[src/rtl/wb_pkg.sv]
// ============================================================================
//  Module  : wb_pkg
//  Brief   : Shared types, constants and helpers for the write buffer.
//  Rev     : 1.0  initial release
// ============================================================================
`default_nettype none

// Store-width codes shared with the cache; left alone if already defined.
`ifndef DATA_ADDR_MODE_B
`define DATA_ADDR_MODE_B  3'b000
`endif
`ifndef DATA_ADDR_MODE_H
`define DATA_ADDR_MODE_H  3'b001
`endif
`ifndef DATA_ADDR_MODE_W
`define DATA_ADDR_MODE_W  3'b010
`endif
`ifndef DATA_ADDR_MODE_BU
`define DATA_ADDR_MODE_BU 3'b100
`endif
`ifndef DATA_ADDR_MODE_HU
`define DATA_ADDR_MODE_HU 3'b101
`endif

package wb_pkg;

  localparam int NUM_LANES     = 4;
  localparam int WB_ADDR_WIDTH = 32;

  typedef struct packed {
    logic [WB_ADDR_WIDTH-3:0] word_addr;
    logic [31:0]              wdata;
    logic [NUM_LANES-1:0]     be;
  } wb_entry_t;

  // Lanes enabled in new_be take new data; the rest keep the old bytes.
  function automatic logic [31:0] merge_lanes(input logic [31:0]          old_data,
                                              input logic [31:0]          new_data,
                                              input logic [NUM_LANES-1:0] new_be);
    logic [31:0] result;
    result = old_data;
    for (int l = 0; l < NUM_LANES; l++) begin
      if (new_be[l]) result[l*8 +: 8] = new_data[l*8 +: 8];
    end
    return result;
  endfunction

endpackage

`default_nettype wire

[src/rtl/write_buffer_if.sv]
// ============================================================================
//  Module  : write_buffer_if
//  Brief   : Cache-side enqueue, memory-side drain and lookup bus.
//  Rev     : 1.0  initial release
// ============================================================================
`default_nettype none

interface write_buffer_if
  import wb_pkg::*;
#(
  parameter int ADDR_WIDTH = 32,
  parameter int DATA_WIDTH = 32
);

  logic                  enq_valid;
  logic                  enq_ready;
  logic [ADDR_WIDTH-1:0] enq_addr;
  logic [2:0]            enq_addr_mode;
  logic [DATA_WIDTH-1:0] enq_data;

  logic                  mem_req_valid;
  logic                  mem_req_ready;
  logic [ADDR_WIDTH-1:0] mem_addr;
  logic [DATA_WIDTH-1:0] mem_wdata;
  logic [NUM_LANES-1:0]  mem_be;

  logic [ADDR_WIDTH-1:0] lookup_addr;
  logic                  lookup_hit;

  // Buffer side.
  modport slave (
    input  enq_valid, enq_addr, enq_addr_mode, enq_data,
    output enq_ready,
    output mem_req_valid, mem_addr, mem_wdata, mem_be,
    input  mem_req_ready,
    input  lookup_addr,
    output lookup_hit
  );

  // Cache / memory side.
  modport master (
    output enq_valid, enq_addr, enq_addr_mode, enq_data,
    input  enq_ready,
    input  mem_req_valid, mem_addr, mem_wdata, mem_be,
    output mem_req_ready,
    output lookup_addr,
    input  lookup_hit
  );

endinterface

`default_nettype wire

[src/rtl/write_buffer_store_lane_align.sv]
// ============================================================================
//  Module  : store_lane_align
//  Brief   : Combinational store alignment: byte enables and lane-replicated data.
//  Rev     : 1.0  initial release
// ============================================================================
`default_nettype none

module store_lane_align
  import wb_pkg::*;
(
  input  logic [1:0]           addr_lsb,
  input  logic [2:0]           addr_mode,
  input  logic [31:0]          data,
  output logic [NUM_LANES-1:0] be,
  output logic [31:0]          lane_data
);

  // Signed/unsigned variants only differ on loads, so they share an arm.
  always_comb begin
    be        = 4'b1111;
    lane_data = data;
    case (addr_mode)
      `DATA_ADDR_MODE_B, `DATA_ADDR_MODE_BU: begin
        be        = 4'b0001 << addr_lsb;
        lane_data = {4{data[7:0]}};
      end
      `DATA_ADDR_MODE_H, `DATA_ADDR_MODE_HU: begin
        be        = addr_lsb[1] ? 4'b1100 : 4'b0011;
        lane_data = {2{data[15:0]}};
      end
      default: begin
        be        = 4'b1111;
        lane_data = data;
      end
    endcase
  end

endmodule

`default_nettype wire

[src/rtl/write_buffer.sv]
// ============================================================================
//  Module  : write_buffer
//  Brief   : In-order store buffer between write-through D-cache and memory.
//            Optional macro WRITE_BUFFER_MERGE_EN merges into the youngest entry.
//  Rev     : 1.0  initial release
// ============================================================================
`default_nettype none

module write_buffer
  import wb_pkg::*;
#(
  parameter int ADDR_WIDTH = WB_ADDR_WIDTH,
  parameter int DATA_WIDTH = 32,
  parameter int DEPTH      = 4
) (
  input  logic                   clk,
  input  logic                   rst,
  write_buffer_if.slave          bus,
  output logic [$clog2(DEPTH):0] count,
  output logic                   empty
);

  localparam int              PTR_W      = $clog2(DEPTH);
  localparam int              WA_W       = ADDR_WIDTH - 2;
  localparam logic [PTR_W:0]  FULL_COUNT = (PTR_W+1)'(DEPTH);

  wb_entry_t            r_entries [DEPTH];
  logic [DEPTH-1:0]     r_valid;
  logic [PTR_W-1:0]     r_head;
  logic [PTR_W-1:0]     r_tail;
  logic [PTR_W:0]       r_count;

  logic [NUM_LANES-1:0] w_be;
  logic [DATA_WIDTH-1:0] w_lane_data;
  logic [WA_W-1:0]      w_enq_word;
  wb_entry_t            w_head;
  logic                 w_deq;
  logic                 w_enq;
  logic                 w_alloc;
  logic                 w_merge;
  logic                 w_full;
  logic                 w_hit;
  logic                 unused_lookup_lsb;

  store_lane_align u_align (
    .addr_lsb  (bus.enq_addr[1:0]),
    .addr_mode (bus.enq_addr_mode),
    .data      (bus.enq_data),
    .be        (w_be),
    .lane_data (w_lane_data)
  );

  assign w_enq_word = bus.enq_addr[ADDR_WIDTH-1:2];
  assign w_full     = (r_count == FULL_COUNT);
  assign w_head     = r_entries[r_head];
  assign w_deq      = (r_count != '0) && bus.mem_req_ready;

`ifdef WRITE_BUFFER_MERGE_EN
  logic [PTR_W-1:0] w_youngest;
  assign w_youngest = r_tail - 1'b1;
  // The head leaving this cycle cannot absorb a merge; it allocates instead.
  assign w_merge = (r_count != '0)
                && (r_entries[w_youngest].word_addr == w_enq_word)
                && !(w_deq && (w_youngest == r_head));
`else
  assign w_merge = 1'b0;
`endif

  assign bus.enq_ready = !w_full || w_merge;
  assign w_enq         = bus.enq_valid && bus.enq_ready;
  assign w_alloc       = w_enq && !w_merge;

  always_ff @(posedge clk) begin
    if (rst) begin
      r_head  <= '0;
      r_tail  <= '0;
      r_count <= '0;
      r_valid <= '0;
    end else begin
      if (w_alloc) r_tail <= r_tail + 1'b1;
      if (w_deq)   r_head <= r_head + 1'b1;
      case ({w_alloc, w_deq})
        2'b10:   r_count <= r_count + 1'b1;
        2'b01:   r_count <= r_count - 1'b1;
        default: r_count <= r_count;
      endcase
      // Alloc and dequeue never target the same slot in one cycle.
      if (w_deq)   r_valid[r_head] <= 1'b0;
      if (w_alloc) r_valid[r_tail] <= 1'b1;
    end
  end

  always_ff @(posedge clk) begin
    if (w_alloc) begin
      r_entries[r_tail] <= '{word_addr: w_enq_word, wdata: w_lane_data, be: w_be};
    end
`ifdef WRITE_BUFFER_MERGE_EN
    else if (w_merge) begin
      r_entries[w_youngest].be    <= r_entries[w_youngest].be | w_be;
      r_entries[w_youngest].wdata <= merge_lanes(r_entries[w_youngest].wdata, w_lane_data, w_be);
    end
`endif
  end

  // Registered entries only, so a same-cycle enqueue is not seen here.
  always_comb begin
    w_hit = 1'b0;
    for (int i = 0; i < DEPTH; i++) begin
      if (r_valid[i] && (r_entries[i].word_addr == bus.lookup_addr[ADDR_WIDTH-1:2])) begin
        w_hit = 1'b1;
      end
    end
  end

  assign unused_lookup_lsb = ^bus.lookup_addr[1:0];

  assign bus.lookup_hit    = w_hit;
  assign bus.mem_req_valid = (r_count != '0);
  assign bus.mem_addr      = {w_head.word_addr, 2'b00};
  assign bus.mem_wdata     = w_head.wdata;
  assign bus.mem_be        = w_head.be;

  assign count = r_count;
  assign empty = (r_count == '0);

endmodule

`default_nettype wire

[src/flat_wrapper.sv]
// flat-port wrapper written by rule: the top's interface ports become plain ports
module write_buffer_flat import wb_pkg::*;
#(
  parameter int ADDR_WIDTH = WB_ADDR_WIDTH,
  parameter int DATA_WIDTH = 32,
  parameter int DEPTH      = 4
)
  (clk, rst, count, empty, bus_enq_valid, bus_enq_addr, bus_enq_addr_mode, bus_enq_data, bus_enq_ready, bus_mem_req_valid, bus_mem_addr, bus_mem_wdata, bus_mem_be, bus_mem_req_ready, bus_lookup_addr, bus_lookup_hit);
  write_buffer_if #(.ADDR_WIDTH(ADDR_WIDTH), .DATA_WIDTH(DATA_WIDTH)) bus_i ();
  input  logic clk;
  input  logic rst;
  output logic [$clog2(DEPTH):0] count;
  output logic empty;
  input wire logic [$bits(bus_i.enq_valid)-1:0] bus_enq_valid;
  input wire logic [$bits(bus_i.enq_addr)-1:0] bus_enq_addr;
  input wire logic [$bits(bus_i.enq_addr_mode)-1:0] bus_enq_addr_mode;
  input wire logic [$bits(bus_i.enq_data)-1:0] bus_enq_data;
  output wire logic [$bits(bus_i.enq_ready)-1:0] bus_enq_ready;
  output wire logic [$bits(bus_i.mem_req_valid)-1:0] bus_mem_req_valid;
  output wire logic [$bits(bus_i.mem_addr)-1:0] bus_mem_addr;
  output wire logic [$bits(bus_i.mem_wdata)-1:0] bus_mem_wdata;
  output wire logic [$bits(bus_i.mem_be)-1:0] bus_mem_be;
  input wire logic [$bits(bus_i.mem_req_ready)-1:0] bus_mem_req_ready;
  input wire logic [$bits(bus_i.lookup_addr)-1:0] bus_lookup_addr;
  output wire logic [$bits(bus_i.lookup_hit)-1:0] bus_lookup_hit;
  assign bus_i.enq_valid = bus_enq_valid;
  assign bus_i.enq_addr = bus_enq_addr;
  assign bus_i.enq_addr_mode = bus_enq_addr_mode;
  assign bus_i.enq_data = bus_enq_data;
  assign bus_enq_ready = bus_i.enq_ready;
  assign bus_mem_req_valid = bus_i.mem_req_valid;
  assign bus_mem_addr = bus_i.mem_addr;
  assign bus_mem_wdata = bus_i.mem_wdata;
  assign bus_mem_be = bus_i.mem_be;
  assign bus_i.mem_req_ready = bus_mem_req_ready;
  assign bus_i.lookup_addr = bus_lookup_addr;
  assign bus_lookup_hit = bus_i.lookup_hit;
  write_buffer #(.ADDR_WIDTH(ADDR_WIDTH), .DATA_WIDTH(DATA_WIDTH), .DEPTH(DEPTH)) u_core (.clk(clk), .rst(rst), .bus(bus_i), .count(count), .empty(empty));
endmodule
[config.mk]
export PLATFORM = sky130hd
export DESIGN_NAME = write_buffer_flat
export DESIGN_NICKNAME = d
export VERILOG_FILES = /design/src/rtl/wb_pkg.sv /design/src/rtl/write_buffer_if.sv /design/src/rtl/write_buffer_store_lane_align.sv /design/src/rtl/write_buffer.sv /design/src/flat_wrapper.sv
export SDC_FILE = /design/constraint.sdc
export NUM_CORES = 1
export LEC_CHECK = 0
export ABC_CLOCK_PERIOD_IN_PS = 3350
export CORE_MARGIN = 1
export CORE_UTILIZATION = 54
export CTS_CLUSTER_SIZE = 20
export DETAILED_ROUTE_END_ITERATION = 6
export GPL_TIMING_DRIVEN = 0
export PLACE_DENSITY_LB_ADDON = 0.05
export SLEW_MARGIN = 25
export SYNTH_ARGS = -nofsm -noshare
export SYNTH_HDL_FRONTEND = slang
export SYNTH_SLANG_ARGS = --single-unit
[constraint.sdc]
create_clock -name clk -period 3.35 [get_ports clk]
set_clock_uncertainty 0.1 [all_clocks]
set_input_delay 0.67 -clock clk [delete_from_list [all_inputs] [get_ports clk]]
set_output_delay 0.67 -clock clk [all_outputs]
set_load 0.01 [all_outputs]
==> summary.txt <==
Final Net Count -> 954
R2r endpoint -> u_core.count[2]
Hold slack -> 0.434 ns
Tot GR Track Use -> 24.7%
Setup crit end kind -> output pin
Clk Latency, worst-skew pair -> 0.52 ns
Die Span Y -> 151 µm
Max Cap Viol -> 0
Hold buffers post-CTS -> 0
Reg2Reg Depth -> 10
Actual slew at the worst max-slew pin -> 0.735 ns
Slew headroom -> 51.0%
Largest net degree at the start of global routing -> 42
Crit-path max cell delay -> 0.50 ns
Hpwl dp -> 19.3 mm
Rows -> 54
Min-delay src -> u_core.r_valid[1]
Initial Utilization -> 54.9%
GP Congestion -> 0.959
WP data required -> 2.58 ns
Yosys reg bits -> 277
Post-synth EDFFs -> 264
Peak supply drop -> 543 µV
Async set-reset flop share out of synthesis -> 0%
Worst hold path depth -> 2
Total CTS buffers -> 28
Status -> finished, final reports clean
Die W -> 151 µm
Clock Sinks -> 277
WL final -> 27.3 mm
Synth Area in Adders -> 1.11%
Initial DRC Count -> 456
Max Clock Freq -> 0.308 GHz
Placed cell count -> 1091
CTS root buffer -> clkbuf_16
Reg clk slew, reported paths -> 0.06 ns
Layout cells sized above 1 -> 19.7%
Vias -> 6516
Main combinational cell family by area after synthesis -> multiplexers
Worst path bufs/invs -> 3
FF+latch area -> 8190 µm²
Avg WL per Cell -> 23.9 µm
Post-CTS setup buffer count -> 0
PortBufs -> 154
Max FO, Critical Path -> 10
Setup slack, reg-to-reg -> 0.98 ns
Slew Limit Fails -> 0
Footprint of the multi-input gates -> 3710 µm²
Final instance area -> 15100 µm²
Hold Path Class -> flip-flop to flip-flop
IO Pins -> 178
Startpoint class of the critical path -> flip-flop
Primary FF master, synth -> edfxtp_1
Syn avg cell area -> 18.4 µm²
Final Setup Violations -> 0
Post-synthesis cell count -> 650
Die area -> 22700 µm²
Vias/cell -> 5.71
Initial antenna violation count -> 3
Distinct cells, synth -> 32
Min cycle time layout -> 3.24 ns
Worst min-delay path endpoint -> u_core.r_valid[1]
Post-Syn Area -> 11900 µm²
Post-synthesis xor/xnor area fraction -> 9.15%
Leakage -> 4.90 nW
Total grt overflow -> 0
Worst EP arrival -> 2.47 ns
Post-Layout Cell Count -> 1141
Post-Synth Simple-Gate Area -> 3.56%
Top cell family by delay on the critical path -> buffers and inverters
Synth Area in Compound Gates -> 0.880%
Area Growth Syn to Fin -> 26.0%
Maximum clock insertion buffer count -> 3
Power density cells -> 697 nW/µm²
CTS tree -> yes
Worst path cell trace -> clkbuf_2 -> buf_2 -> mux4_2 -> clkdlybuf4s50_1
WS Path Type -> flip-flop to output pin
CP max stage cell -> clkdlybuf4s50_1
Synth warn -> 0
RSZ-0062 raised after global routing -> no
H-tree levels -> 1
# fillers -> 1412
Hold Vio Cnt, Final -> 0
Final antenna-violating net count -> 0
Reg-to-reg critical path startpoint -> u_core.count[0]
Number of global-route vias before repair -> 6693
Fin crit share -> 96.8%
First-pass GRT wire length -> 40.0 mm
Sequential area share after synthesis -> 68.5%
First-pass iteration count of the detailed router -> 4
Core area -> 21800 µm²
Remaining DRCs -> 0
DP Area -> 14000 µm²
Portion of netlist area occupied by mux cells -> 14.8%
-- cells by family (layout without fill, tap and decap cells) --
group           count (synthesis)  after routing
flops                         277            277
xor+xnor                      124            124
mux                            92             92
simple gates                   77             77
buf+inv                        50            257
compound gates                 19             19
fa+ha+maj                      10             10
other cells                     1              5
-- layout by cell type (no fill, tap or decap), types with 12 or more instances in the layout --
cell | Yosys | final
nand2_1 | 12 | 12
mux2_2 | 16 | 16
clkbuf_1 | 25 | 32
nand4_1 | 25 | 25
dfxtp_1 | 13 | 13
xor2_1 | 46 | 46
mux4_2 | 66 | 66
clkbuf_16 | 0 | 29
xnor2_2 | 1 | 14
clkdlybuf4s50_1 | 0 | 143
edfxtp_1 | 264 | 264
nor2_1 | 13 | 13
xnor2_1 | 77 | 64
-- metrics by stage --
step	setup slack, ns	setup TNS (ns)	utilization [%]	total power, mW
2_1_floorplan	0.459	0	-	6.11
5_1_grt	0.0154	0	69.2	10.9
3_3_place_gp	-1.42	-370.10	63.6	7.50
4_1_cts	-0.00972	-0.00972	68.9	10.6
3_5_place_dp	-0.448	-0.448	64.3	7.55
6_report	0.107	0	69.2	10.5
-- state kept, by name, indices dropped and copies added, names as in the netlist, named ones only --
name,flops
u_core.count,3
u_core.r_tail,2
u_core.r_head,2
u_core.r_entries,264
u_core.r_valid,4
-- synth_stat cells (all sizes together) (9+ instances only) --
master | instances | area share [%]
mux2i | 10 | 0.84
xnor2 | 78 | 5.8
xor2 | 46 | 3.4
o21ai | 9 | 0.38
nand4 | 25 | 1.3
dfxtp | 13 | 2.2
ha | 9 | 0.94
nor4 | 16 | 0.84
nor2 | 14 | 0.46
nand2 | 12 | 0.38
buf | 15 | 0.83
inv | 10 | 0.31
mux4 | 66 | 12
mux2 | 16 | 1.5
clkbuf | 25 | 0.79
edfxtp | 264 | 66
-- report_power, final --
part	switching (mW)	internal, mW
sequential	0.164	4.22
combinational	1.42	1.70
clock	1.19	1.79
total	2.77	7.72
-- metal layers --
metal / GRT usage (%) / up-vias / part of all wire [%]
met1: 32.1 / 3352 / 39
met4: 5.50 / 2 / 1.6
met3: 4.70 / 30 / 7.1
li1: - / 2911 / -
met5: 0 / - / 0.048
met2: 43.1 / 221 / 52
-- final cells by class --
| cell class | instances | area share, % |
|---|---|---|
| Sequential cell | 277 | 54.4 |
| Antenna cell | 3 | 0.0499 |
| Timing Repair Buffer | 160 | 11.1 |
| Clock inverter | 10 | 0.789 |
| Clock buffer | 37 | 5.02 |
| Buffer | 40 | 1.43 |
| Multi-Input combinational cell | 324 | 24.6 |
| Inverter | 10 | 0.249 |
| Tap cell | 280 | 2.33 |
-- worst max-delay path by stage --
stage / cells past startpoint / end / from
after floorplan: 3 / u_core.r_entries[0][0] / u_core.count[0]
after CTS: 6 / bus_lookup_hit / bus_lookup_addr[19]
final: 4 / bus_mem_addr[18] / flip-flop
after detailed placement: 7 / bus_lookup_hit / bus_lookup_addr[4]
after global placement: 2 / u_core.r_entries[3][34] / bus_enq_valid
after global routing: 4 / bus_mem_addr[18] / flip-flop
-- timing repair --
item,in CTS,in global routing
gates resized for setup,31,11
pin swaps,6,4
endpoints found under the setup margin,41,14
-- worst reg2reg max path: stages (launching register included) --
cell and delay, ns:
dfxtp_1 0.34, inv_1 0.11, nand3_1 0.19, and2_1 0.27
inv_1 0.07, ha_1 0.18, inv_1 0.06, fa_1 0.37
xor2_1 0.16, or3_1 0.30, a21oi_1 0.15
(Power assumes the default switching activity.)
